**src/rtl/sdram_init_wb_ctrl.sv**
```systemverilog
// SDRAM power-up init sequencer (NOP wait, PRECHARGE ALL, auto-refreshes, LOAD MODE) with a Wishbone ack front end.
// Define PERIODIC_REFRESH_EN to build the periodic auto-refresh scheduler that runs in IDLE.
module sdram_init_wb_ctrl #(
    parameter int          INIT_CYCLES  = 10000,
    parameter int          T_RP         = 2,
    parameter int          T_RFC        = 7,
    parameter int          T_MRD        = 2,
    parameter int          INIT_REFRESH = 8,
    parameter int          REF_INT      = 1560,
    parameter logic [12:0] MODE_REG     = 13'h033
) (
    input  logic        clk,
    input  logic        rst,
    input  logic        wb_cyc_i,
    input  logic        wb_stb_i,
    output logic        wb_ack_o,
    output logic        sdram_init_done,
    output logic        sdram_cs_n,
    output logic        sdram_ras_n,
    output logic        sdram_cas_n,
    output logic        sdram_we_n,
    output logic [12:0] sdram_a,
    output logic [1:0]  sdram_ba
);

    localparam int CNT_MAX = (INIT_CYCLES > REF_INT) ? INIT_CYCLES : REF_INT;
    localparam int CW      = $clog2(CNT_MAX + 1);
    localparam int RW      = $clog2(INIT_REFRESH + 1);

    // Wait counters are loaded with (t - 2) and exit on zero, giving t-1 NOP cycles.
    localparam logic [CW-1:0] RP_WAIT  = CW'((T_RP  > 1) ? T_RP  - 2 : 0);
    localparam logic [CW-1:0] RFC_WAIT = CW'((T_RFC > 1) ? T_RFC - 2 : 0);
    localparam logic [CW-1:0] MRD_WAIT = CW'((T_MRD > 1) ? T_MRD - 2 : 0);

    // {cs_n, ras_n, cas_n, we_n}
    localparam logic [3:0] CMD_INHIBIT = 4'b1111;
    localparam logic [3:0] CMD_NOP     = 4'b0111;
    localparam logic [3:0] CMD_PRE     = 4'b0010;
    localparam logic [3:0] CMD_REF     = 4'b0001;
    localparam logic [3:0] CMD_LMR     = 4'b0000;

    typedef enum logic [3:0] {
        S_RESET, S_PWRUP, S_PRE, S_PRE_WAIT, S_REF, S_REF_WAIT,
        S_LMR, S_LMR_WAIT, S_IDLE, S_AREF, S_AREF_WAIT
    } state_t;

    state_t          state_q, state_d;
    logic [CW-1:0]   cnt_q, cnt_d;
    logic [RW-1:0]   ref_cnt_q, ref_cnt_d;
    logic [3:0]      cmd_q, cmd_d;
    logic [12:0]     addr_q, addr_d;
    logic            ack_q, ack_d;
    logic            done_q, done_d;
`ifdef PERIODIC_REFRESH_EN
    logic [CW-1:0]   tmr_q, tmr_d;
    logic            pending_q, pending_d;
`endif

    always_comb begin
        // NOTE: every signal gets a default before the case so no path leaves a latch.
        state_d   = state_q;
        cnt_d     = cnt_q;
        ref_cnt_d = ref_cnt_q;
        done_d    = done_q;
`ifdef PERIODIC_REFRESH_EN
        tmr_d     = tmr_q;
        pending_d = pending_q;
`endif
        case (state_q)
            S_RESET: begin
                state_d = S_PWRUP;
                cnt_d   = '0;
            end
            S_PWRUP: begin
                if (cnt_q == CW'(INIT_CYCLES - 1)) state_d = S_PRE;
                else                               cnt_d   = cnt_q + CW'(1);
            end
            S_PRE: begin
                cnt_d   = RP_WAIT;
                state_d = (T_RP > 1) ? S_PRE_WAIT : S_REF;
            end
            S_PRE_WAIT: begin
                if (cnt_q == '0) state_d = S_REF;
                else             cnt_d   = cnt_q - CW'(1);
            end
            S_REF: begin
                ref_cnt_d = ref_cnt_q + RW'(1);
                cnt_d     = RFC_WAIT;
                if (T_RFC > 1)                            state_d = S_REF_WAIT;
                else if (ref_cnt_d == RW'(INIT_REFRESH))  state_d = S_LMR;
                else                                      state_d = S_REF;
            end
            S_REF_WAIT: begin
                if (cnt_q != '0)                          cnt_d   = cnt_q - CW'(1);
                else if (ref_cnt_q == RW'(INIT_REFRESH))  state_d = S_LMR;
                else                                      state_d = S_REF;
            end
            S_LMR: begin
                cnt_d = MRD_WAIT;
                if (T_MRD > 1) begin
                    state_d = S_LMR_WAIT;
                end else begin
                    state_d = S_IDLE;
                    done_d  = 1'b1;
                end
            end
            S_LMR_WAIT: begin
                if (cnt_q == '0) begin
                    state_d = S_IDLE;
                    done_d  = 1'b1;
                end else begin
                    cnt_d = cnt_q - CW'(1);
                end
            end
            S_IDLE: begin
`ifdef PERIODIC_REFRESH_EN
                if (tmr_q == CW'(REF_INT - 1)) begin
                    tmr_d     = '0;
                    pending_d = 1'b1;
                end else begin
                    tmr_d = tmr_q + CW'(1);
                end
                // A pending refresh is taken ahead of any new strobe, but never in an ack cycle.
                if (pending_q && !ack_q) begin
                    state_d   = S_AREF;
                    pending_d = 1'b0;
                end
`endif
            end
            S_AREF: begin
                cnt_d   = RFC_WAIT;
                state_d = (T_RFC > 1) ? S_AREF_WAIT : S_IDLE;
            end
            S_AREF_WAIT: begin
                if (cnt_q == '0) state_d = S_IDLE;
                else             cnt_d   = cnt_q - CW'(1);
            end
            default: state_d = S_RESET;
        endcase

        ack_d = (state_d == S_IDLE) && wb_cyc_i && wb_stb_i && !ack_q;

        cmd_d  = CMD_NOP;
        addr_d = '0;
        case (state_d)
            S_PRE: begin
                cmd_d      = CMD_PRE;
                addr_d[10] = 1'b1;
            end
            S_REF, S_AREF: cmd_d = CMD_REF;
            S_LMR: begin
                cmd_d  = CMD_LMR;
                addr_d = MODE_REG;
            end
            default: ;
        endcase
    end

    // NOTE: flops use non-blocking assignments so every register samples pre-edge values.
    always_ff @(posedge clk) begin
        if (rst) begin
            state_q   <= S_RESET;
            cnt_q     <= '0;
            ref_cnt_q <= '0;
            cmd_q     <= CMD_INHIBIT;
            addr_q    <= '0;
            ack_q     <= 1'b0;
            done_q    <= 1'b0;
`ifdef PERIODIC_REFRESH_EN
            tmr_q     <= '0;
            pending_q <= 1'b0;
`endif
        end else begin
            state_q   <= state_d;
            cnt_q     <= cnt_d;
            ref_cnt_q <= ref_cnt_d;
            cmd_q     <= cmd_d;
            addr_q    <= addr_d;
            ack_q     <= ack_d;
            done_q    <= done_d;
`ifdef PERIODIC_REFRESH_EN
            tmr_q     <= tmr_d;
            pending_q <= pending_d;
`endif
        end
    end

    assign {sdram_cs_n, sdram_ras_n, sdram_cas_n, sdram_we_n} = cmd_q;
    assign sdram_a         = addr_q;
    assign sdram_ba        = 2'b00;
    assign wb_ack_o        = ack_q;
    assign sdram_init_done = done_q;

endmodule

```
**config.mk**
```make
export PLATFORM = sky130hd
export DESIGN_NAME = sdram_init_wb_ctrl
export DESIGN_NICKNAME = d
export VERILOG_FILES = /design/src/rtl/sdram_init_wb_ctrl.sv
export SDC_FILE = /design/constraint.sdc
export NUM_CORES = 1
export LEC_CHECK = 0
export CORE_ASPECT_RATIO = 1.2
export CORE_UTILIZATION = 25
export CTS_CLUSTER_SIZE = 30
export DETAILED_ROUTE_END_ITERATION = 10
export PLACE_DENSITY = 0.42
export SYNTH_ARGS = -nofsm -noshare
export SYNTH_HDL_FRONTEND = slang
export SYNTH_SLANG_ARGS = --single-unit
```
**constraint.sdc**
```tcl
create_clock -name clk -period 4.8 [get_ports clk]
set_input_delay 0.96 -clock clk [delete_from_list [all_inputs] [get_ports clk]]
set_output_delay 0.96 -clock clk [all_outputs]
set_load 0.01 [all_outputs]
```
==> results_dict.tcl, run 1 <==
set metrics [dict create \
    status "completed" \
    fmax_mhz 253.5 \
    cts_hold_buffers 0 \
    antenna_found_initial 0 \
    num_vias 1816 \
    area_growth_pct 12.24 \
    n_fill_cell 917 \
    powerDensity_mw_per_mm2 204.5 \
    power.clock.fraction_pct 43.4 \
    place_inst 377 \
    timing.final.crit_share_pct 82.20 \
    internal_power_w 0.0003743 \
    wl_per_cell_um 12.81 \
    wirelength_um 4930 \
    tightest_slew_ns 1.285 \
    finalHoldViolations 0 \
    critical_path.endpoint_type "flop" \
    share_comb_of_total_power_pct 5.1 \
    tns_ns 0 \
    power_leakage_nw 1.023 \
    finalPower_w 0.0004905 \
    cts.sinks 30 \
    r2r_slack_ns 0.85 \
    start_util_pct 26.07 \
    grt_pass1_wl_um 8418 \
    post_cts.repair.setup_buffers 0 \
    async_flop_share_pct 0 \
    startpoint_type "flop" \
    synth_area_leaders "dfxtp_1, ha_1, nor2_1" \
    grt_setup_unrepaired "false" \
    drt_iter0_markers 50 \
    crit_fanout 17 \
    syn_area_per_cell_um2 8.157 \
    grt_max_degree 27 \
    arrival_ns 4.16 \
    final_nets 289 \
    min_path_type "reg2reg" \
    cts_resized 0 \
    worstSkewPairLatency_ns 0.28 \
    synth_cells 262 \
    clk_root_buffer_cell "clkbuf_8" \
    synth_top_area_cell "dfxtp_1" \
    swShare_pct 23.70 \
    fin_crit_ns 3.945 \
    drt_pass1_iterations 4 \
    synth_cell_type_count 56 \
    netSwitchingPower_w 0.0001163 \
    syn_area_mm2 0.002137 \
    ys_ff_latch 30 \
    ant_nets 0 \
    grt_pass1_vias 1754 \
    synth_edf_count 0 \
    path_class "reg2reg" \
    dp_hpwl_um 3697 \
    drive_gt1_share_pct 7.380 \
    clock_path_buffers 2 \
    final_common_cell "dfxtp_1" \
    ios 25 \
    ys.flop_type "dfxtp_1" \
    maxSlewHeadroom_pct 14.18 \
    avgViaCountPerCell 4.717 \
    instances_no_fill 385 \
    gp_congestion 0.8584 \
    rows 36 \
    diodes 0 \
    cts_tree "built" \
    slew_violations 0 \
    drv_cap 0 \
    ys_seq_area_share_pct 28.10 \
    die_y_um 103.3 \
    core_area_mm2 0.008198 \
    regArea_um2 600.6 \
    overflow 0 \
    htree_num_levels 2 \
    io_buffers 14 \
    groute.usage.overall_pct 12.18 \
    clk_pin_slew_worst_paths_ns 0.07 \
    drc_errors 0 \
    clock_skew_ns 0.003669 \
    multi_input_area_mm2 0.001371 \
    worstPathRequired_ns 5.01 \
    yosys.area.top_type_share_pct 28.10 \
    seqPwrFrac_pct 51.5 \
    ir_drop_uv 93.78 \
    die_w_um 86.40 \
    dieArea_mm2 0.008923 \
    cts_inserted_buffers 5 \
    final_cell_mix "dfxtp_1, nor2_1, nand2_1, a21oi_1" \
    setup_viol 0 \
    synth-warning-count 0 \
]
-- registers in the layout, summed over array words and instances (netlist names) --
signal,cells
ref_cnt_q,4
wb_ack_o,1
cmd_q,4
state_q,4
sdram_init_done,1
cnt_q,14
sdram_a,2
-- synth_stat cells, types with 2 or more instances --
library cell and count:
o21ai_0 11, a22oi_1 4, a32oi_1 3, nor4bb_1 2, nand2b_1 3, dfxtp_1 30
o31ai_1 3, xor2_1 4, a211o_1 2, o211ai_1 2, nand2_1 22, inv_1 12
a21o_1 4, nand3_1 4, a211oi_1 2, o21bai_1 3, o21a_1 4, nor2b_1 4
mux2i_1 4, buf_4 13, buf_6 2, or4b_2 3, nor2_1 28, xnor2_1 5
a21oi_1 15, or4_1 3, and3_1 4, a21boi_0 2, or2_2 2, nor3_1 8
and2_1 3, buf_2 3, or4_4 2, clkbuf_1 4, or3_1 5, a31oi_1 2
ha_1 14, nand4_1 3
-- power by group through the flow --
stage | combinational [W] | clock, W | sequential [W]
floorplan | 0.0000259 | 0 | 0.000257
global placement | 0.0000258 | 0 | 0.000259
detailed placement | 0.0000255 | 0 | 0.000259
CTS | 0.0000255 | 0.000225 | 0.000253
global route | 0.0000286 | 0.000234 | 0.000253
finish | 0.0000249 | 0.000213 | 0.000253
-- path summary, 6_finish.rpt --
path,from,cells after the start,to
setup / recovery,state_q[3],9,cnt_q[13]
setup reg to reg,state_q[3],9,cnt_q[13]
hold reg to reg,sdram_init_done,2,sdram_init_done
hold / removal,sdram_init_done,2,sdram_init_done
-- cell type report --
class                      count  area share (%)
clock buffer                   7           3.599
inverter                      12           1.878
multi-input combinational    206           57.17
tap                          114           5.947
clock inverter                 1          0.2087
sequential                    30           25.04
timing repair buffer          15           6.155
-- worst max-delay path: stages (launching register included) --
cell	delay [ns]
dfxtp_1	0.45
nand2b_1	0.26
o21bai_1	1.01
ha_1	0.42
a211o_1	0.31
a2111o_1	0.44
nand3_1	0.12
mux2i_1	0.09
or4b_2	0.63
a31oi_1	0.14
-- routing by layer --
metal / GRT usage, % / vias to the layer above / wire, um
met2: 20.57 / 36 / 2291
li1: - / 946 / -
met1: 14.88 / 827 / 2364
met5: 0 / - / 0
met3: 3.016 / 7 / 184
met4: 4.872 / 0 / 90
-- metrics by stage --
stage / hold WS (ns) / utilization (%) / setup slack, ns / instance area [um2]
after floorplan: 0.4485 / - / 1.475 / 2171
after global placement: 0.4350 / 28.14 / 0.9714 / 2307
after detailed placement: 0.4451 / 28.14 / 0.8381 / 2307
after CTS: 0.4563 / 29.26 / 0.8189 / 2399
after global routing: 0.4968 / 29.26 / 0.5998 / 2399
final: 0.4522 / 29.26 / 0.8546 / 2399
-- logic make-up (layout without fill, tap and decap cells) --
| kind of cell | after synthesis | in the layout | share of synthesized area, % |
|---|---|---|---|
| and+or+nand+nor | 100 | 100 | 25.35 |
| AOI/OAI and AO/OA | 67 | 67 | 21.66 |
| buffers and inverters | 35 | 35 | 9.308 |
| DFF | 30 | 30 | 28.10 |
| adders and majority gates | 15 | 15 | 9.134 |
| xor gates and xnor gates | 9 | 9 | 3.688 |
| muxes | 5 | 5 | 2.576 |
| other | 1 | 10 | 0.1755 |
Note: power is estimated with default switching activity, not from simulation.
==> inputs of run 2 (changes only) <==
- clock period: 4.8 -> 3.9 ns (I/O delays scaled with it)
==> run 2 against run 1 <==
Effect of this change:
- clock skew grew 0.0013 ns
- sequential power grew 23%
- clock power grew 25%
- register-to-register slack lost 0.17 ns
- non-clock buffer count grew 3
- final area grew 0.94%
- first-iteration DRC count grew 46%
==> results_dict.tcl, run 2 (synthesis results as in run 1) <==
set metrics [dict create \
    status "completed" \
    drt_pass1_iterations 4 \
    ir_drop_uv 121.0 \
    cts_tree "built" \
    fin_crit_ns 3.215 \
    place_area_mm2 0.002330 \
    drive_gt1_share_pct 8.394 \
    diodes 0 \
    final_common_cell "dfxtp_1" \
    worstPathRequired_ns 4.11 \
    cts_inserted_buffers 5 \
    path_class "reg2reg" \
    drc_errors 0 \
    power_leakage_nw 1.039 \
    final_nets 292 \
    maxSlewHeadroom_pct 57.23 \
    cts_resized 0 \
    setup_slack_ns 0.6845 \
    wirelength_um 5100 \
    tightest_slew_ns 0.6367 \
    setup_viol 0 \
    arrival_ns 3.43 \
    die_y_um 103.3 \
    htree_num_levels 2 \
    dp_hpwl_um 3735 \
    num_vias 1801 \
    instances_no_fill 388 \
    dieArea_mm2 0.008923 \
    die_w_um 86.40 \
    overflow 0 \
    place_worst_setup_slack_ns 0.6854 \
    fmax_mhz 311.0 \
    place_inst 380 \
    wl_per_cell_um 13.14 \
    clock_skew_ns 0.004988 \
    gp_congestion 0.7862 \
    grt_pass1_wl_um 8735 \
    clock_path_buffers 2 \
    grt_pass1_vias 1710 \
    final_cell_mix "dfxtp_1, nor2_1, nand2_1, a21oi_1" \
    largest_register_ffs 14 \
    finalHoldViolations 0 \
    antenna_found_initial 0 \
    drt_iter0_markers 73 \
    clk_pin_slew_worst_paths_ns 0.07 \
    clk_root_buffer_cell "clkbuf_8" \
    slew_violations 0 \
    n_fill_cell 934 \
    ant_nets 0 \
    critical_path.endpoint_type "flop" \
    grt_setup_unrepaired "false" \
    cts.sinks 30 \
    core_area_mm2 0.008198 \
    rows 36 \
    worstSkewPairLatency_ns 0.28 \
    crit_fanout 15 \
    min_path_type "reg2reg" \
    tns_ns 0 \
    io_buffers 14 \
    drv_cap 0 \
    ios 25 \
    post_cts.repair.setup_buffers 0 \
    powerDensity_mw_per_mm2 251.4 \
    startpoint_type "flop" \
    area_growth_pct 13.29 \
    grt_max_degree 27 \
    max_flop_register "cnt_q" \
    groute.usage.overall_pct 12.74 \
    avgViaCountPerCell 4.642 \
    start_util_pct 26.07 \
    final_area_mm2 0.002421 \
    timing.final.crit_share_pct 82.45 \
    cts_hold_buffers 0 \
]
## run 2: per-layer routing
layer  track usage [%]  up-vias  wire length (um)  part of all wire [%]
li1                  -      944                 -                     -
met1             16.95      826              2632                    52
met2             20.82       29              2297                    45
met3             2.619        2               125                   2.5
met4             3.846        0                44                  0.86
met5                 0        -                 0                     0
## run 2: final timing paths
kind	start	end	slack [ns]	cells after the start
worst min-delay path	sdram_init_done	sdram_init_done	0.46	2
worst max-delay path	state_q[2]	cnt_q[13]	0.68	10
worst max register to register	state_q[2]	cnt_q[13]	0.68	10
worst min register to register	sdram_init_done	sdram_init_done	0.46	2
## run 2: worst max-delay path: stages, from the launching register on
cell and delay [ns]:
dfxtp_1 0.41, nor4bb_1 0.37, o21bai_1 0.21, buf_4 0.26, ha_1 0.30, o211a_1 0.24, a2111o_1 0.39, nand3_1 0.11
mux2i_1 0.08, or4b_2 0.63, a31oi_1 0.13
## run 2: through the flow
step / total power, W / util, % / hold WS [ns]
floorplan: 0.0003488 / - / 0.4485
global placement: 0.0003505 / 28.42 / 0.4342
detailed placement: 0.0003501 / 28.42 / 0.4450
CTS: 0.0006218 / 29.53 / 0.4559
global route: 0.0006407 / 29.53 / 0.4779
finish: 0.0006085 / 29.53 / 0.4553
## run 2: area by class of cell
cell class                      count  area, um2  share of cell area (%)
Timing Repair Buffer               18      170.2                   7.028
Inverter                           12      45.04                   1.860
Sequential cell                    30      600.6                   24.81
Multi-Input combinational cell    206       1371                   56.64
Clock buffer                        7      86.33                   3.566
Clock inverter                      1      5.005                  0.2067
Tap cell                          114      142.6                   5.891
## run 2: power by group
part / switching [W] / leakage, nW / total, W / internal (W)
Combinational: 0.0000217 / 0.749 / 0.0000317 / 0.00000995
Sequential: 0.00000282 / 0.243 / 0.000311 / 0.000308
Clock: 0.000123 / 0.0482 / 0.000266 / 0.000142
